### config.mk
export PLATFORM = sky130hd
export DESIGN_NAME = csr_access_unit
export DESIGN_NICKNAME = d
export VERILOG_FILES = /design/src/rtl/csr_access_unit.sv
export SDC_FILE = /design/constraint.sdc
export NUM_CORES = 1
export LEC_CHECK = 0
export ABC_AREA = 1
export CAP_MARGIN = 5
export CELL_PAD_IN_SITES_DETAIL_PLACEMENT = 0
export CELL_PAD_IN_SITES_GLOBAL_PLACEMENT = 1
export CORE_ASPECT_RATIO = 1.25
export CORE_UTILIZATION = 29
export CTS_CLUSTER_DIAMETER = 150
export CTS_CLUSTER_SIZE = 16
export DETAILED_ROUTE_END_ITERATION = 6
export PLACE_DENSITY = 0.75
export SYNTH_ARGS = -nofsm -noshare
export SYNTH_HDL_FRONTEND = slang
export SYNTH_SLANG_ARGS = --single-unit
### constraint.sdc
create_clock -name clk -period 1.45 [get_ports clk]
set_input_delay 0.29 -clock clk [delete_from_list [all_inputs] [get_ports clk]]
set_output_delay 0.29 -clock clk [all_outputs]
set_load 0.03 [all_outputs]
### src/rtl/csr_access_unit.sv
// Zicsr read-modify-write sequencer: IDLE -> READ -> WRITE -> RESP around a 64-entry CSR file.
// Optional CSR_READONLY_EN: csr[11:10]==2'b11 marks a CSR read-only, and any op that would write it is rejected.
module csr_access_unit (
    input  logic        clk,
    input  logic        reset,
    input  logic        req_valid,
    output logic        req_ready,
    input  logic [2:0]  req_funct3,
    input  logic [11:0] req_csr,
    input  logic [4:0]  req_rs1idx,
    input  logic [31:0] req_rs1val,
    output logic        resp_valid,
    input  logic        resp_ready,
    output logic [31:0] resp_rdata,
    output logic        resp_illegal,
    output logic [5:0]  csr_raddr,
    input  logic [31:0] csr_rdata,
    output logic        csr_we,
    output logic [5:0]  csr_waddr,
    output logic [31:0] csr_wdata
);

    typedef enum logic [1:0] {IDLE, READ, WRITE, RESP} state_t;

    state_t      state;
    logic [2:0]  f3_q;
    logic [5:0]  idx_q;
    logic [4:0]  rs1idx_q;
    logic [31:0] rs1val_q;
    logic [31:0] old_q;
    logic        illegal_q;
    logic        we_q;
    logic [5:0]  waddr_q;
    logic [31:0] wdata_q;
    logic        ro_q;

`ifdef CSR_READONLY_EN
    logic unused_csr_mid;
    assign unused_csr_mid = ^req_csr[9:6];
`else
    logic unused_csr_hi;
    assign unused_csr_hi = ^req_csr[11:6];
`endif

    logic [31:0] operand;
    logic [31:0] new_val;
    logic        bad_op;
    logic        wants_write;
    logic        illegal;
    logic        do_write;

    always_comb begin
        operand = f3_q[2] ? {27'b0, rs1idx_q} : rs1val_q;
        new_val = csr_rdata;
        case (f3_q[1:0])
            2'b01:   new_val = operand;
            2'b10:   new_val = csr_rdata | operand;
            2'b11:   new_val = csr_rdata & ~operand;
            default: new_val = csr_rdata;
        endcase
        bad_op      = (f3_q[1:0] == 2'b00);
        // Set/clear with rs1=x0 or zimm=0 is a pure read.
        wants_write = !bad_op && ((f3_q[1:0] == 2'b01) || (rs1idx_q != 5'd0));
        illegal     = bad_op || (ro_q && wants_write);
        do_write    = wants_write && !illegal;
    end

    always_ff @(posedge clk) begin
        if (reset) begin
            state     <= IDLE;
            f3_q      <= '0;
            idx_q     <= '0;
            rs1idx_q  <= '0;
            rs1val_q  <= '0;
            ro_q      <= 1'b0;
            old_q     <= '0;
            illegal_q <= 1'b0;
            we_q      <= 1'b0;
            waddr_q   <= '0;
            wdata_q   <= '0;
        end else begin
            case (state)
                IDLE: if (req_valid) begin
                    f3_q     <= req_funct3;
                    idx_q    <= req_csr[5:0];
                    rs1idx_q <= req_rs1idx;
                    rs1val_q <= req_rs1val;
`ifdef CSR_READONLY_EN
                    ro_q     <= (req_csr[11:10] == 2'b11);
`else
                    ro_q     <= 1'b0;
`endif
                    state    <= READ;
                end
                READ: begin
                    // The write strobe/data are registered here so WRITE drives them straight from flops.
                    old_q     <= illegal ? 32'd0 : csr_rdata;
                    illegal_q <= illegal;
                    we_q      <= do_write;
                    waddr_q   <= do_write ? idx_q : 6'd0;
                    wdata_q   <= do_write ? new_val : 32'd0;
                    state     <= WRITE;
                end
                WRITE: begin
                    we_q    <= 1'b0;
                    waddr_q <= '0;
                    wdata_q <= '0;
                    state   <= RESP;
                end
                RESP: if (resp_ready) state <= IDLE;
                default: state <= IDLE;
            endcase
        end
    end

    assign req_ready    = (state == IDLE);
    assign resp_valid   = (state == RESP);
    assign resp_rdata   = old_q;
    assign resp_illegal = illegal_q;
    assign csr_raddr    = (state == READ) ? idx_q : 6'd0;
    // Reset held during WRITE must keep the register file untouched in that very cycle.
    assign csr_we       = we_q & ~reset;
    assign csr_waddr    = waddr_q;
    assign csr_wdata    = wdata_q;

endmodule

Yosys cells after proc, flatten, opt, wreduce, memory -nomap -nowiden
Cells that the tools add are included.
Widths: inputs -> output; s select.
{"block": "classes", "muxes": 12, "bitwise_logic": 5, "n_reduce_logical": 10, "eq_ne": 8}
{"op": "$mux 32", "n": 3}
{"op": "$pmux 32 s3", "n": 1}
{"op": "$pmux 32 s2", "n": 1}
{"op": "$and 32x32->32", "n": 1}
{"op": "$not 32->32", "n": 1}
{"op": "$or 32x32->32", "n": 1}
{"op": "$mux 6", "n": 2}
{"op": "$pmux 6 s2", "n": 1}
{"op": "$eq 2x2->1 const B", "n": 4}
{"op": "$pmux 2 s4", "n": 1}
{"op": "$reduce_bool 5->1", "n": 1}
{"op": "$eq 2x1->1 const B", "n": 2}
{"op": "$logic_not 2->1", "n": 2}
{"op": "$mux 2", "n": 2}
{"op": "$reduce_and 2->1", "n": 2}
{"op": "$logic_and 1x1->1", "n": 2}
{"op": "$ne 2x1->1 const B", "n": 1}
{"op": "$ne 2x2->1 const B", "n": 1}
{"op": "$pmux 1 s2", "n": 1}
{"op": "$reduce_bool 2->1", "n": 1}
{"op": "$and 1x1->1", "n": 1}
{"op": "$logic_not 1->1", "n": 1}
{"op": "$logic_or 1x1->1", "n": 1}
{"op": "$not 1->1", "n": 1}
{"block": "word_totals", "inputBits": 88, "elab_cells": 45, "register_bits": 120}

Depth between registers and ports, before layout
{"block": "logic_depth", "depth_word": 6, "mapped_depth": 10}

Worst setup path before layout
No wires, ideal clock.
{"block": "synth_timing", "path_type": "reg2reg", "startpoint": "register state[0]", "endpoint": "register rs1val_q[0]", "setup_time_ns": 0.070, "slack_ns": -0.036, "arrival_time_ns": 1.416, "n_path_buf": 2, "required_ns": 1.380, "path_stages_with_launch": 7, "cell_sequence": "dfxtp_1 inv_1 ha_1 nand2_1 buf_2 buf_2 a21oi_1"}
{"block": "synth_between", "elab_chain_cells": 2}
{"element": "start, declared", "line_no": "25", "rtl": "state_t state;"}
{"element": "start signal, assigned", "line_no": "70", "rtl": "state <= IDLE;"}
{"element": "start signal, assigned", "line_no": "93", "rtl": "state <= READ;"}
{"element": "start signal, assigned", "line_no": "102", "rtl": "state <= WRITE;"}
{"element": "$logic_not 2->1"}
{"element": "via req_ready", "line_no": "7", "rtl": "output logic req_ready,"}
{"element": "$reduce_and 2->1 (no line)"}
{"element": "end signal, assigned", "line_no": "87", "rtl": "rs1val_q <= req_rs1val;"}
{"element": "end, declared", "line_no": "29", "rtl": "logic [31:0] rs1val_q;"}
The timed path passes the listed nets, and every way through them passes these cells.
A chain may end at the register's enable or synchronous reset.

Final worst setup path
{"block": "layout_timing", "startpoint": "register state[0]", "endpoint": "output port csr_raddr[1]"}
{"block": "layout_between", "elab_chain_cells": 2}
{"element": "$eq 2x1->1", "line_no": "120", "rtl": "assign csr_raddr = (state == READ) ? idx_q : 6'd0;"}
{"element": "$mux 6", "line_no": "120"}
{"element": "end, declared", "line_no": "16", "rtl": "output logic [5:0] csr_raddr,"}
Every way passes these cells.

==> results.sh <==
export IMPL_cpMostUsedCell="buf_6"
export IMPL_holdCritStartpoint="reset"
export IMPL_relSlewSlack_pct=72.9
export IMPL_vdd_drop_max_mv=1.31
export IMPL_row_count=54
export IMPL_netlist_area_um2=5130
export IMPL_synth_compound_area_share_pct=9.51
export IMPL_arrival_ns=1.34
export IMPL_netSwitchingFraction_pct=38.8
export IMPL_final_setup_skew_ns=0.00956
export IMPL_diodes=0
export IMPL_whs_endpoint="state[0]$_SDFFE_PP0P_"
export IMPL_avgSynthCellArea_um2=7.18
export IMPL_crit_path_start_kind="flop"
export IMPL_rsz0062_at_grt="yes"
export IMPL_total_leakage_power_nw=3.26
export IMPL_hold_viol=0
export IMPL_clock_latency_ns=0.42
export IMPL_cap_violations=0
export IMPL_fin_crit_ns=1.63
export IMPL_grt_max_degree=36
export IMPL_crit_chain="buf_6, ha_4, buf_6, nand2_2, inv_2, buf_6"
export IMPL_synth_xor_area_share_pct=0
export IMPL_io_buffers=161
export IMPL_p_clk_share_pct=25.5
export IMPL_synth_area_top_cells="dfxtp_1 (47%), nand2_1 (16%), nand3_1 (8.9%), nor2_1 (5.3%), o21ai_0 (4.8%)"
export IMPL_finalSetupTns_ns=-1.62
export IMPL_p_per_area_nw_per_um2=1920
export IMPL_rr_startpoint="state[0]$_SDFFE_PP0P_"
export IMPL_placedCellCount=1085
export IMPL_yosysMostFrequentCell="nand2_1"
export IMPL_root_buffer="clkbuf_16"
export IMPL_clock_sinks=120
export IMPL_multi_input_area_um2=2340
export IMPL_slowest_stage="dfxtp_2"
export IMPL_gp_congestion=0.763
export IMPL_synthMuxAreaShare_pct=0
export IMPL_wl_per_cell_um=14.5
export IMPL_p_switching_mw=5.72
export IMPL_ant_nets=0
export IMPL_crit_type="reg -> out"
export IMPL_place_ws_ns=-0.0905
export IMPL_die_y_um=151
export IMPL_grt_pass1_vias=4837
export IMPL_status="complete, but fails checks"
export IMPL_yosys_area_top_type="dfxtp_1"
export IMPL_hold_depth=4
export IMPL_post_dp_cell_area_um2=7130
export IMPL_grt_pass1_wl_um=25100
export IMPL_async_flop_share_pct=0
export IMPL_final_util_pct=44.3
export IMPL_cpPeakStageDelay_ns=0.32
export IMPL_slew_violations=0
export IMPL_cts_buffers=17
export IMPL_post_route_drc_count=0
export IMPL_die_area_um2=18200
export IMPL_holdBufCountCts=0
export IMPL_finalInstanceArea_um2=7690
export IMPL_synth_ff_type="dfxtp_1"
export IMPL_cts_path_max_buffers=2
export IMPL_wirelength_um=16200
export IMPL_dpl_hpwl_um=11000
export IMPL_hold_path_class="in -> reg"
export IMPL_synth_top_family_by_area="simple AND/OR/NAND/NOR gates"
export IMPL_synth_commonest_cells="nand2_1 (221), dfxtp_1 (120), nand3_1 (91), nor2_1 (72), o21ai_0 (49)"
export IMPL_synth_seq_cells=120
export IMPL_antenna_found_initial=0
export IMPL_vias=5020
export IMPL_crit_path_end_kind="output port"
export IMPL_regArea_um2=2410
export IMPL_n_fill_cell=1794
export IMPL_cp_max_fo=6
export IMPL_worst_slew_pin_slew_ns=0.406
export IMPL_reg2reg_to="csr_wdata[18]$_SDFFE_PP0P_"
export IMPL_internal_power_mw=9.01
export IMPL_yosys_area_share_simple_pct=34.3
export IMPL_violations="negative setup slack"
export IMPL_period_share_pct=113
export IMPL_cts_tree="yes"
export IMPL_p_comb_share_pct=43.1
export IMPL_synth_cells=715
export IMPL_coreArea_um2=17400
export IMPL_fin_nets=977
export IMPL_grt_use_total_pct=18.3
export IMPL_yosys_warnings=0
export IMPL_yosys_area_share_adder_pct=0.975
export IMPL_ys_seq_area_share_pct=46.8
export IMPL_worst_slack_ns=-0.182
export IMPL_vias_per_cell=4.49
export IMPL_area_growth_syn_to_layout_pct=49.9
export IMPL_fmax_mhz=613
export IMPL_h_tree_depth=4
export IMPL_first_pass_iters=4
export IMPL_critPathRequiredTime_ns=1.16
export IMPL_start_util_pct=29.6
export IMPL_syn_nets=807
export IMPL_top_level_ports=168
export IMPL_first_iter_violations=227
export IMPL_overflow=0
export IMPL_drive_gt1_share_pct=19.8
export IMPL_setup_viol=24
export IMPL_rr_worst_depth=9
export IMPL_seqPwrFrac_pct=31.4
export IMPL_synth_distinct_cells=24
export IMPL_die_w_um=121
export IMPL_clk_pin_slew_ns=0.05
export IMPL_synth_top_area_share_pct=46.8
export IMPL_regToRegSetupSlack_ns=-0.08
export IMPL_final_cell_count_no_fill=1118
export IMPL_synth_enable_flop_cells=0
-- state kept, by name, summed over array words and instances (netlist names) --
name,cells
csr_wdata,32
resp_rdata,32
rs1val_q,32
csr_waddr,6
idx_q,6
rs1idx_q,5
f3_q,3
state,2
resp_illegal,1
we_q,1
-- area by class of cell --
cell class	instances	share of cell area [%]
clock buffers	24	6.52
clock inverters	4	0.260
well taps	224	3.64
inverters	35	1.90
flip-flops and latches	120	31.3
multi-input cells	512	30.5
repair buffers	199	25.9
-- critical path, delay by kind of cell (launching register included) --
| family | cells | cell delay [ns] |
|---|---|---|
| adder cells (fa/ha/maj) | 1 | 0.15 |
| buffers and inverters | 4 | 0.40 |
| flip-flops | 1 | 0.32 |
| AND/OR/NAND/NOR | 1 | 0.06 |
-- per-layer routing --
metal	GRT usage, %	up-vias	wire (µm)
met4	9.81	0	469
li1	-	2631	-
met2	31.4	136	8150
met3	3.75	32	672
met1	21.3	2221	6880
met5	0	-	0
-- cell families after synthesis --
family | count (synthesis)
AO/OA/AOI/OAI | 97
adder cells (fa/ha/maj) | 4
flip-flops | 120
AND/OR/NAND/NOR | 411
buffers and inverters | 83
-- power by group through the flow --
stage / Sequential [mW] / Combinational (mW) / Clock [mW]
floorplan: 5.38 / 3.01 / 0
global placement: 4.66 / 6.20 / 0
detailed placement: 4.67 / 6.24 / 0
CTS: 4.63 / 6.24 / 3.84
global route: 4.73 / 6.96 / 4.00
finish: 4.63 / 6.35 / 3.76
-- timing repair --
item	in CTS	in global routing
buffers inserted	1	1
gates resized for setup	156	59
endpoints found under the setup margin	81	114
cloned	1	2
endpoints found under the hold margin	0	0
pin swaps	2	1
-- layout by cell type (no fill, tap or decap), types with 2 or more instances in the layout --
cell / n
a21oi_1: 47
buf_12: 14
buf_4: 22
buf_6: 10
clkbuf_1: 2
clkbuf_16: 19
clkbuf_2: 32
clkbuf_8: 5
clkdlybuf4s15_1: 23
clkdlybuf4s15_2: 14
clkdlybuf4s50_1: 80
clkinv_2: 4
dfxtp_1: 117
dfxtp_2: 3
ha_2: 2
inv_1: 21
inv_2: 11
nand2_1: 214
nand2_2: 26
nand2_4: 2
nand3_1: 91
nor2_1: 71
nor2_4: 4
o21ai_0: 49
-- metrics by stage --
step / power [mW] / hold WS (ns)
CTS: 14.7 / 0.286
detailed placement: 10.9 / 0.438
floorplan: 8.40 / 0.430
finish: 14.7 / 0.315
global route: 15.7 / 0.313
global placement: 10.9 / 0.437
-- how the worst max path moves through the flow --
stage	from	end	slack (ns)	depth (start not counted)
finish	state[0]$_SDFFE_PP0P_	csr_raddr[1]	-0.18	6
global route	state[0]$_SDFFE_PP0P_	csr_raddr[2]	-0.23	6
CTS	state[0]$_SDFFE_PP0P_	csr_raddr[1]	-0.21	6
detailed placement	req_valid	rs1val_q[22]$_SDFFE_PP0P_	-0.09	6
global placement	req_valid	f3_q[2]$_SDFFE_PP0P_	-0.04	5
floorplan	state[0]$_SDFFE_PP0P_	rs1val_q[0]$_SDFFE_PP0P_	0.09	6
Power figures use the tool's default switching activity.
